$ cat config.mk
export PLATFORM = sky130hd
export DESIGN_NAME = round_robin_arbiter
export DESIGN_NICKNAME = d
export VERILOG_FILES = /design/src/rtl/round_robin_arbiter.sv
export SDC_FILE = /design/constraint.sdc
export NUM_CORES = 1
export LEC_CHECK = 0
export CORE_MARGIN = 2
export CORE_UTILIZATION = 40
export CTS_CLUSTER_DIAMETER = 50
export CTS_CLUSTER_SIZE = 14
export DETAILED_ROUTE_END_ITERATION = 8
export PLACE_DENSITY = 0.56
export RECOVER_POWER = 50
export SLEW_MARGIN = 20
export SYNTH_ARGS = -nofsm -noshare
export SYNTH_HDL_FRONTEND = slang
export SYNTH_SLANG_ARGS = --single-unit
$ cat constraint.sdc
create_clock -name clk -period 9 [get_ports clk]
set_input_delay 1.8 -clock clk [delete_from_list [all_inputs] [get_ports clk]]
set_output_delay 1.8 -clock clk [all_outputs]
set_load 0.05 [all_outputs]
$ cat src/rtl/round_robin_arbiter.sv
// Round-robin arbiter with a bounded hold time. A grant is kept while the
// grantee keeps requesting, up to MAX_HOLD consecutive cycles. The next search
// then starts just past the outgoing grantee, so it has the lowest priority.
//
//  state | meaning
//  ------+-----------------------------------------------
//  IDLE  | no grant outstanding; outputs all zero
//  GRANT | one requester granted; hold_cnt counts its cycles
module round_robin_arbiter #(
    parameter int SIZE     = 3,
    parameter int WIDTH    = 1 << SIZE,
    parameter int MAX_HOLD = 8
) (
    input  logic             clk,
    input  logic             rst,
    input  logic             en,
    input  logic [WIDTH-1:0] req,
    output logic [WIDTH-1:0] gnt,
    output logic [SIZE-1:0]  gnt_idx,
    output logic             gnt_valid
);

    typedef enum logic {
        IDLE  = 1'b0,
        GRANT = 1'b1
    } state_t;

    localparam logic [7:0] HOLD_LAST = 8'(MAX_HOLD - 1);

    state_t           state_q, state_d;
    logic [SIZE-1:0]  ptr_q, ptr_d;
    logic [7:0]       hold_cnt_q, hold_cnt_d;
    logic [WIDTH-1:0] gnt_q, gnt_d;
    logic [SIZE-1:0]  gnt_idx_q, gnt_idx_d;
    logic             gnt_valid_q, gnt_valid_d;

    logic             any_req;
    logic             release_now;
    logic [SIZE-1:0]  after_idx;
    logic [SIZE-1:0]  winner_from_ptr;
    logic [SIZE-1:0]  winner_after;

    // First requester at or after 'start', wrapping modulo WIDTH.
    function automatic logic [SIZE-1:0] pick(input logic [WIDTH-1:0] r,
                                             input logic [SIZE-1:0]  start);
        logic [SIZE-1:0] win;
        logic            found;
        int              idx;
        win   = '0;
        found = 1'b0;
        for (int i = 0; i < WIDTH; i++) begin
            idx = int'(start) + i;
            if (idx >= WIDTH) idx = idx - WIDTH;
            if (!found && r[idx]) begin
                found = 1'b1;
                win   = idx[SIZE-1:0];
            end
        end
        return win;
    endfunction

    // Index following 'cur', wrapping from WIDTH-1 back to 0.
    function automatic logic [SIZE-1:0] next_idx(input logic [SIZE-1:0] cur);
        int n;
        n = int'(cur) + 1;
        if (n >= WIDTH) n = 0;
        return n[SIZE-1:0];
    endfunction

    function automatic logic [WIDTH-1:0] onehot(input logic [SIZE-1:0] idx);
        return {{(WIDTH-1){1'b0}}, 1'b1} << idx;
    endfunction

    // Shared decode terms for the next-state logic.
    always_comb begin
        any_req         = |req;
        release_now     = !req[gnt_idx_q] || (hold_cnt_q == HOLD_LAST) || !en;
        after_idx       = next_idx(gnt_idx_q);
        winner_from_ptr = pick(req, ptr_q);
        winner_after    = pick(req, after_idx);
    end

    // Next-state: arbitration, hold counting and release/hand-over.
    always_comb begin
        state_d     = state_q;
        ptr_d       = ptr_q;
        hold_cnt_d  = hold_cnt_q;
        gnt_d       = gnt_q;
        gnt_idx_d   = gnt_idx_q;
        gnt_valid_d = gnt_valid_q;

        unique case (state_q)
            IDLE: begin
                if (en && any_req) begin
                    state_d     = GRANT;
                    hold_cnt_d  = 8'd0;
                    gnt_idx_d   = winner_from_ptr;
                    gnt_d       = onehot(winner_from_ptr);
                    gnt_valid_d = 1'b1;
                end
            end
            GRANT: begin
                if (release_now) begin
                    ptr_d      = after_idx;
                    hold_cnt_d = 8'd0;
                    if (en && any_req) begin
                        // Hand straight over; outgoing index is searched last.
                        gnt_idx_d   = winner_after;
                        gnt_d       = onehot(winner_after);
                        gnt_valid_d = 1'b1;
                    end else begin
                        state_d     = IDLE;
                        gnt_idx_d   = '0;
                        gnt_d       = '0;
                        gnt_valid_d = 1'b0;
                    end
                end else begin
                    hold_cnt_d = hold_cnt_q + 8'd1;
                end
            end
            default: begin
                state_d = IDLE;
            end
        endcase
    end

    // State and registered outputs; synchronous reset wins over everything.
    always_ff @(posedge clk) begin
        if (rst) begin
            state_q     <= IDLE;
            ptr_q       <= '0;
            hold_cnt_q  <= 8'd0;
            gnt_q       <= '0;
            gnt_idx_q   <= '0;
            gnt_valid_q <= 1'b0;
        end else begin
            state_q     <= state_d;
            ptr_q       <= ptr_d;
            hold_cnt_q  <= hold_cnt_d;
            gnt_q       <= gnt_d;
            gnt_idx_q   <= gnt_idx_d;
            gnt_valid_q <= gnt_valid_d;
        end
    end

    assign gnt       = gnt_q;
    assign gnt_idx   = gnt_idx_q;
    assign gnt_valid = gnt_valid_q;

endmodule

==> results.py <==
metrics = {
    "sta": {
        "fmax_mhz": 192,
        "fin_crit_sh": 0.580,
        "slew_headroom": 0.269,
        "rsz0062_at_grt": "no",
        "worstMarginPinSlew_ps": 1090,
        "hold_viol_final": 0,
        "setup_viol": 0,
        "drv_slew": 0,
        "setup_tns_ps": 0,
        "finalClockSkew_ps": 6.99,
        "period_minus_slack_ps": 5220,
    },
    "logic_synthesis": {
        "synth_edf_count": 0,
        "syn_nets": 432,
        "ys_seq_area_frac": 0.149,
        "syn_area_sq_um": 3220,
        "synthCells": 414,
        "ys_ff_latch": 24,
        "avgSynthCellArea_sq_um": 7.77,
        "async_flop_share": 0,
        "yosys.area.top_type_share": 0.149,
        "yosysTopAreaCell": "dfxtp_1",
        "synthFlopType": "dfxtp_1",
        "synthTopCellsByArea": "dfxtp_1 (15%), mux2i_1 (7.5%), mux4_2 (7.0%)",
        "ys_warn_count": 0,
        "synth.distinct_cells": 74,
    },
    "cells_and_area": {
        "fin_nets": 431,
        "final_common_cell": "nor2_1",
        "layout-drive-gt1-share": 0.0971,
        "num_antenna_cells": 0,
        "syn2layout_area_growth_pct": 9.29,
        "layout_common_cells": "nor2_1 (43), o21ai_0 (30), nand2_1 (28), a21oi_1 (27)",
    },
    "clock_network": {
        "hold_buffers": 0,
        "insertion_delay_ps": 270,
        "cts_resized": 0,
        "clock-sinks": 24,
        "cts_tree": "built",
        "cts_made_buffers": 3,
        "postCtsSetupRepairBufs": 0,
        "cts_buffer_depth": 2,
        "clkSlewWorstSetupHoldPaths_ps": 90,
        "htree_levels": 1,
        "root_buffer": "clkbuf_8",
    },
    "routing": {
        "drc_errors": 0,
        "wl_per_cell_um": 17.9,
        "drt-initial-drc-count": 316,
        "ant_nets": 0,
        "wl_um": 9210,
        "vias": 3346,
        "firstDrtPassIters": 5,
        "viasPerCell": 6.51,
    },
    "placement": {
        "io_buffers": 22,
        "gp_congestion": 0.927,
        "dp_hpwl_um": 6740,
    },
    "worst_setup_path": {
        "worst-path-buf-inv": 1,
        "cp_max_fo": 12,
        "cp_slowest_cell": "dlygate4sd3_1",
        "endpoint_kind": "flip-flop",
        "r2r_start": "ptr_q[0]",
        "cp.required_ps": 9170,
        "path_class": "input port to flip-flop",
        "critPathTopFamily": "compound AO/OA/AOI/OAI gates",
        "crit_arrival_ps": 5390,
        "cp_slowest_stage_delay_ps": 710,
        "cp-start-kind": "input port",
        "crit_chain": "dlygate4sd3_1 -> mux4_1 -> nor2_1 -> a2bb2oi_1 -> nor4_4 -> o31ai_1 -> a32oi_2 -> or4b_1 -> a211o_1 -> o41ai_1",
        "startpoint": "req[1]",
    },
    "global_routing": {
        "grt_pass1_wl_um": 15700,
        "grt_use_total": 0.217,
        "grt-ovfl-total": 0,
        "antenna_found_initial": 0,
        "grt_pass1_vias": 3169,
        "grt_max_degree": 31,
    },
    "floorplan": {
        "fp.dieArea_sq_um": 8780,
        "core.rowCount": 32,
        "die_h_um": 93.7,
        "start_util": 0.414,
        "coreArea_sq_um": 7770,
        "dieWidth_um": 93.7,
        "ioPinCount": 23,
    },
    "pwr": {
        "peakVddDrop_mv": 0.0947,
        "finalPower_mw": 0.722,
        "p_per_area_nw_per_um2": 205,
        "p_leak_nw": 1.25,
    },
    "hold_path": {
        "hold_path.startpoint": "hold_cnt_q[7]",
        "hold_path_class": "flip-flop to flip-flop",
    },
    "outcome": {
        "status": "complete, no violations",
    },
    "run": {
        "cap_violations": 0,
    },
}
## cells in the mapped netlist, types with 7 or more instances
cell	number
mux2_2	15
dfxtp_1	24
a21oi_1	28
nand3_1	18
nor3_1	14
nor2_1	43
nand2_1	28
a211oi_1	9
and3_1	7
clkbuf_1	23
o21ai_0	30
ha_1	7
mux4_2	10
mux2i_1	24
inv_1	7
## metrics by stage
stage	cell area (sq um)	hold slack, ps	utilization	setup WS (ps)	instances
finish	3520	507	0.453	3780	514
global route	3520	520	0.453	3600	514
CTS	3510	498	0.452	3870	514
detailed placement	3440	484	0.443	3600	510
global placement	3440	471	0.443	3660	510
floorplan	3220	453	-	4560	414
## worst reg2reg max path: cells and delay by family, from the launching register on
kind / cells / cell delay [ps]
AO/OA/AOI/OAI: 6 / 1390
flip-flops: 1 / 970
AND/OR/NAND/NOR: 2 / 890
adder cells (fa/ha/maj): 1 / 750
multiplexers: 1 / 650
buffers and inverters: 1 / 270
## layout make-up
cell class	count	area, sq um
clock buffer	3	41.3
timing repair buffer	24	235
fill	775	4250
inverter	8	30.0
sequential	24	480
multi-input combinational	352	2570
tap	102	128
clock inverter	1	30.0
## registers in the layout, summed over array words and instances, names as in the netlist
register	cells
gnt	8
hold_cnt_q	8
gnt_idx	3
ptr_q	3
gnt_valid	1
state_q	1
## power by group
part | internal, mW | leakage (nW) | total [mW] | switching, mW
clock network | 0.0595 | 0.0357 | 0.0963 | 0.0368
registers | 0.115 | 0.196 | 0.133 | 0.0172
logic | 0.181 | 1.01 | 0.493 | 0.312
total | 0.356 | 1.25 | 0.722 | 0.366
## final timing paths
| path | slack (ps) | depth (start not counted) | to |
|---|---|---|---|
| worst max-delay path | 3780 | 10 | gnt[6] |
| worst min-delay path | 510 | 2 | hold_cnt_q[7] |
| worst max register to register | 3980 | 11 | gnt[6] |
| worst min register to register | 510 | 2 | hold_cnt_q[7] |
## kinds of logic after synthesis
family	Yosys count	share of synthesized area
xor+xnor	4	0.0132
flops	24	0.149
simple gates	148	0.238
fa+ha+maj	7	0.0272
mux	51	0.210
compound gates	142	0.310
buf+inv	38	0.0525
## layer usage
layer / global-route usage / part of all wire / wire (um) / vias to the layer above
li1: - / - / - / 1621
met1: 0.312 / 0.48 / 4430 / 1582
met2: 0.348 / 0.45 / 4170 / 131
met3: 0.0177 / 0.053 / 490 / 12
met4: 0.0604 / 0.014 / 129 / 0
met5: 0 / 0 / 0 / -
No activity file was read; power rests on OpenSTA's default activity.
==> patch 1, RTL diff (same settings) <==
`SIZE`: 3 -> 2.
--- a/src/rtl/round_robin_arbiter.sv
+++ b/src/rtl/round_robin_arbiter.sv
@@ -7,7 +7,7 @@
 //  IDLE  | no grant outstanding; outputs all zero
 //  GRANT | one requester granted; hold_cnt counts its cycles
 module round_robin_arbiter #(
-    parameter int SIZE     = 3,
+    parameter int SIZE     = 2,
     parameter int WIDTH    = 1 << SIZE,
     parameter int MAX_HOLD = 8
 ) (
Interface: changed (resized gnt, gnt_idx and req); port bits go from 23 to 14. The function was not compared with the original's and may differ.
==> patch 1 against the unedited design <==
Combinational power shrank 90%. Count of clock-buffer cells in the layout grew 1. Synthesized cell count decreased by 67%. Power shrank 74%. Final area is 64% lower. Sequential share of layout area is 15 points higher. Setup slack improved by 1.3 ns. Wire length is 74% lower. Synthesized area down 65%. Sequential cell count is 6 lower. Sequential power shrank 34%.
==> patch 1: results (changes against the unedited design) <==
| Metric | Value |
|---|---|
| Status | `finished clean` |
| Slew HR | `0.447 (+0.178)` |
| Post-synthesis mux area share | `0.0289 (-0.181)` |
| Max IR drop VDD | `0.103 mV (+9.0%)` |
| Fillers | `290 (-63%)` |
| Clock transition at the registers of the reported paths | `0.11 ns (+0.02 ns)` |
| Synthesized Nets | `144 (-67%)` |
| Vias per cell | `5.72 (-12%)` |
| Max stage delay cell, worst path | `nor2b_1` |
| Seq pwr share | `0.467 (+0.283)` |
| DRT Pass-1 Iters | `4 (-1)` |
| Pleak | `0.000433 uW (-65%)` |
| Switching power | `60.5 uW (-83%)` |
| Clk_lat worst skew | `0.29 ns (+0.02 ns)` |
| Top post-synthesis cells by area | `dfxtp_1 (32%), nor2_1 (6.7%), a21oi_1 (6.2%)` |
| Wire length on met2 | `1170 microns (-72%)` |
| Placed wire-length estimate | `1730 microns (-74%)` |
| Comb group | `50.5 uW (-90%)` |
| Placer Congestion | `0.878 (-5.2%)` |
| WL met3 | `71 microns (-86%)` |
| Cells after DPL | `171 (-66%)` |
| Vias in the first global route | `976 (-69%)` |
| Signal buffers | `13 (-46%)` |
| FFs & Latches | `18 (-25%)` |
| Register area share after synthesis | `0.320 (+0.171)` |
| DRT iter0 DRCs | `33 (-90%)` |
[patch 1: worst paths after layout]
| path | from | end | slack (ns) | cells past startpoint |
|---|---|---|---|---|
| max | req[0] | gnt[0] | 5.06 | 5 |
| min | ptr_q[0] | ptr_q[0] | 0.49 | 2 |
| max reg2reg | gnt_idx[0] | gnt[1] | 6.86 | 6 |
| min reg2reg | ptr_q[0] | ptr_q[0] | 0.49 | 2 |
[patch 1: cells by family (layout without fill, tap and decap cells)]
kind of cell | Yosys count | count (layout)
simple gates | 58 | 58
compound gates | 45 | 45
flops | 18 | 18
buf+inv | 10 | 19
fa+ha+maj | 2 | 2
mux | 2 | 2
[patch 1: stage by stage]
stage          utilization  hold WS, ns  setup slack, ns  instance area [sq um]
6_report             0.465        0.486             5.06                   1260
5_1_grt              0.465        0.539             4.83                   1260
4_1_cts              0.470        0.490             5.25                   1270
3_5_place_dp         0.457        0.470             4.94                   1240
3_3_place_gp         0.457        0.461             4.97                   1240
2_1_floorplan            -        0.450             5.81                   1130
==> patch 2, RTL diff (same flow settings) <==
Without the edit above. Reset style: asynchronous (`rst`), changed in one clocked block. Comments in the files are not updated.
--- a/src/rtl/round_robin_arbiter.sv
+++ b/src/rtl/round_robin_arbiter.sv
@@ -125,7 +125,7 @@
     end
 
     // State and registered outputs; synchronous reset wins over everything.
-    always_ff @(posedge clk) begin
+    always_ff @(posedge clk or posedge rst) begin
         if (rst) begin
             state_q     <= IDLE;
             ptr_q       <= '0;
Check against the original RTL: differs if rst is asserted again (counterexample within 4 cycles, from zero or initial values and one cycle with rst high); with rst held inactive, the same outputs for 4 cycles.
==> patch 2 against the unedited design <==
Synthesized area up 2.1%. Fmax up 12%. Sequential cell count unchanged. Final area up 1.1%. Wire length down 7.1%. Setup slack better by 0.58 ns.
Power is not shown: default switching activity piles up to over one toggle a cycle in this logic, so the estimate is an artifact.
==> patch 2: results (changes against the unedited design) <==
| Metric | Value |
|---|---|
| Top post-synthesis cells by area | `dfrtp_1 (18%), mux4_2 (11%), mux2_2 (5.8%)` |
| Crit path arrival time | `4.82 ns (-0.57 ns)` |
| Reg2reg path depth | `10 (-1)` |
| R2r startpoint | `ptr_q[0]` |
| DRT iter0 DRCs | `198 (-37%)` |
| DRT Pass-1 Iters | `4 (-1)` |
| Synthesized Nets | `369 (-15%)` |
| Nets | `375 (-13%)` |
| Placed wire-length estimate | `6320 microns (-6.3%)` |
| First-pass GRT wire length | `14,300 microns (-9.1%)` |
| M3 GR Usage | `0.0168 (-0.000897)` |
| Skew final | `0.00906 ns (+0.00207 ns)` |
| Initial antenna violation count | `0 (unchanged)` |
| Synth cell count leaders | `nand2_1 (34), dfrtp_1 (24), nor2_1 (23)` |
| Fillers | `804 (+3.7%)` |
| Share of cells above drive strength 1 | `0.177 (+0.0799)` |
| Status | `finished clean` |
| RR Endpoint | `gnt[3]` |
| Largest net degree at the start of global routing | `29 (-6.5%)` |
| Hold wc startpoint | `gnt[6]` |
| Drt wl/cell | `18.6 microns (+3.6%)` |
| Vias in the first global route | `2,739 (-14%)` |
| Met2 Use GR | `0.333 (-0.0149)` |
| Grt met1 use | `0.282 (-0.0299)` |
| Wire length on met2 | `4190 microns (+0.48%)` |
| Worst slew pin tran | `0.921 ns (-0.171 ns)` |
| Placer Congestion | `0.882 (-4.8%)` |
| CP max FO | `13 (+1)` |
| Vias | `2,816 (-16%)` |
| Async SR Flop Fraction | `1.00 (+1.00)` |
| CTS Buf Count | `3 (unchanged)` |
| Ys flop type | `dfrtp_1` |
| Netlist cell types | `81 (+9.5%)` |
| WHS Endpoint | `gnt[6]` |
| Ant. Diodes | `0 (unchanged)` |
| WL met3 | `190 microns (-61%)` |
| Register area share after synthesis | `0.183 (+0.0336)` |
| Reg-to-reg slack, setup | `4.91 ns (+0.93 ns)` |
| Post-placement setup slack | `4.10 ns (+0.496 ns)` |
| GRT Util Overall | `0.201 (-0.0162)` |
| Routed met1 length | `4020 microns (-9.2%)` |
| Clk_lat worst skew | `0.28 ns` |
| CTS Buffer Depth | `2 (unchanged)` |
| Most common cell in the netlist | `nand2_1` |
patch 2: cell count changes in the layout (fill, tap and decap cells not counted), moves of 12 or more:
cell     before  now
a21oi_1      27   14
dfrtp_1       0   24
dfxtp_1      24    0
nand3_1      18    6
nor2_1       43   23
o21ai_0      30   17
patch 2: critical path, stage by stage:
cell and delay, ns:
clkdlybuf4s50_1 0.64, mux4_2 0.65, a21oi_1 0.24, a22oi_1 0.16
or4_1 0.55, o211a_1 0.19, nand2b_1 0.23, o31a_1 0.28
o31ai_1 0.08
patch 2: final cells by class:
type                       count  area (sq um)  area share
tap                          105           131      0.0370
sequential                    24           601       0.169
multi-input combinational    288          2460       0.691
inverter                      16          60.1      0.0169
clock buffer                   3          41.3      0.0116
timing repair buffer          24           235      0.0662
clock inverter                 1          30.0     0.00845
patch 2: metrics by stage:
stage	util	hold WS [ns]	cells	cell area [sq um]
after floorplan	-	0.475	351	3280
after global placement	0.430	0.488	457	3480
after detailed placement	0.430	0.491	457	3480
after CTS	0.439	0.511	461	3550
after global routing	0.439	0.528	461	3550
final	0.439	0.500	461	3550
patch 2: worst max path at each step:
stage | end | startpoint | slack (ns)
4_1_cts | gnt[3] | req[2] | 4.37
5_1_grt | gnt[3] | req[4] | 4.05
3_5_place_dp | gnt[3] | req[2] | 4.10
6_report | gnt[3] | req[2] | 4.36
3_3_place_gp | gnt[4] | req[4] | 4.17
2_1_floorplan | gnt[2] | req[1] | 5.01
patch 2: cells by family after synthesis:
family | Yosys count | synth area share
DFF | 24 | 0.183
buffers and inverters | 39 | 0.0693
adders and majority gates | 7 | 0.0267
muxes | 59 | 0.274
xor gates and xnor gates | 7 | 0.0187
AOI/OAI and AO/OA | 100 | 0.245
and+or+nand+nor | 115 | 0.184
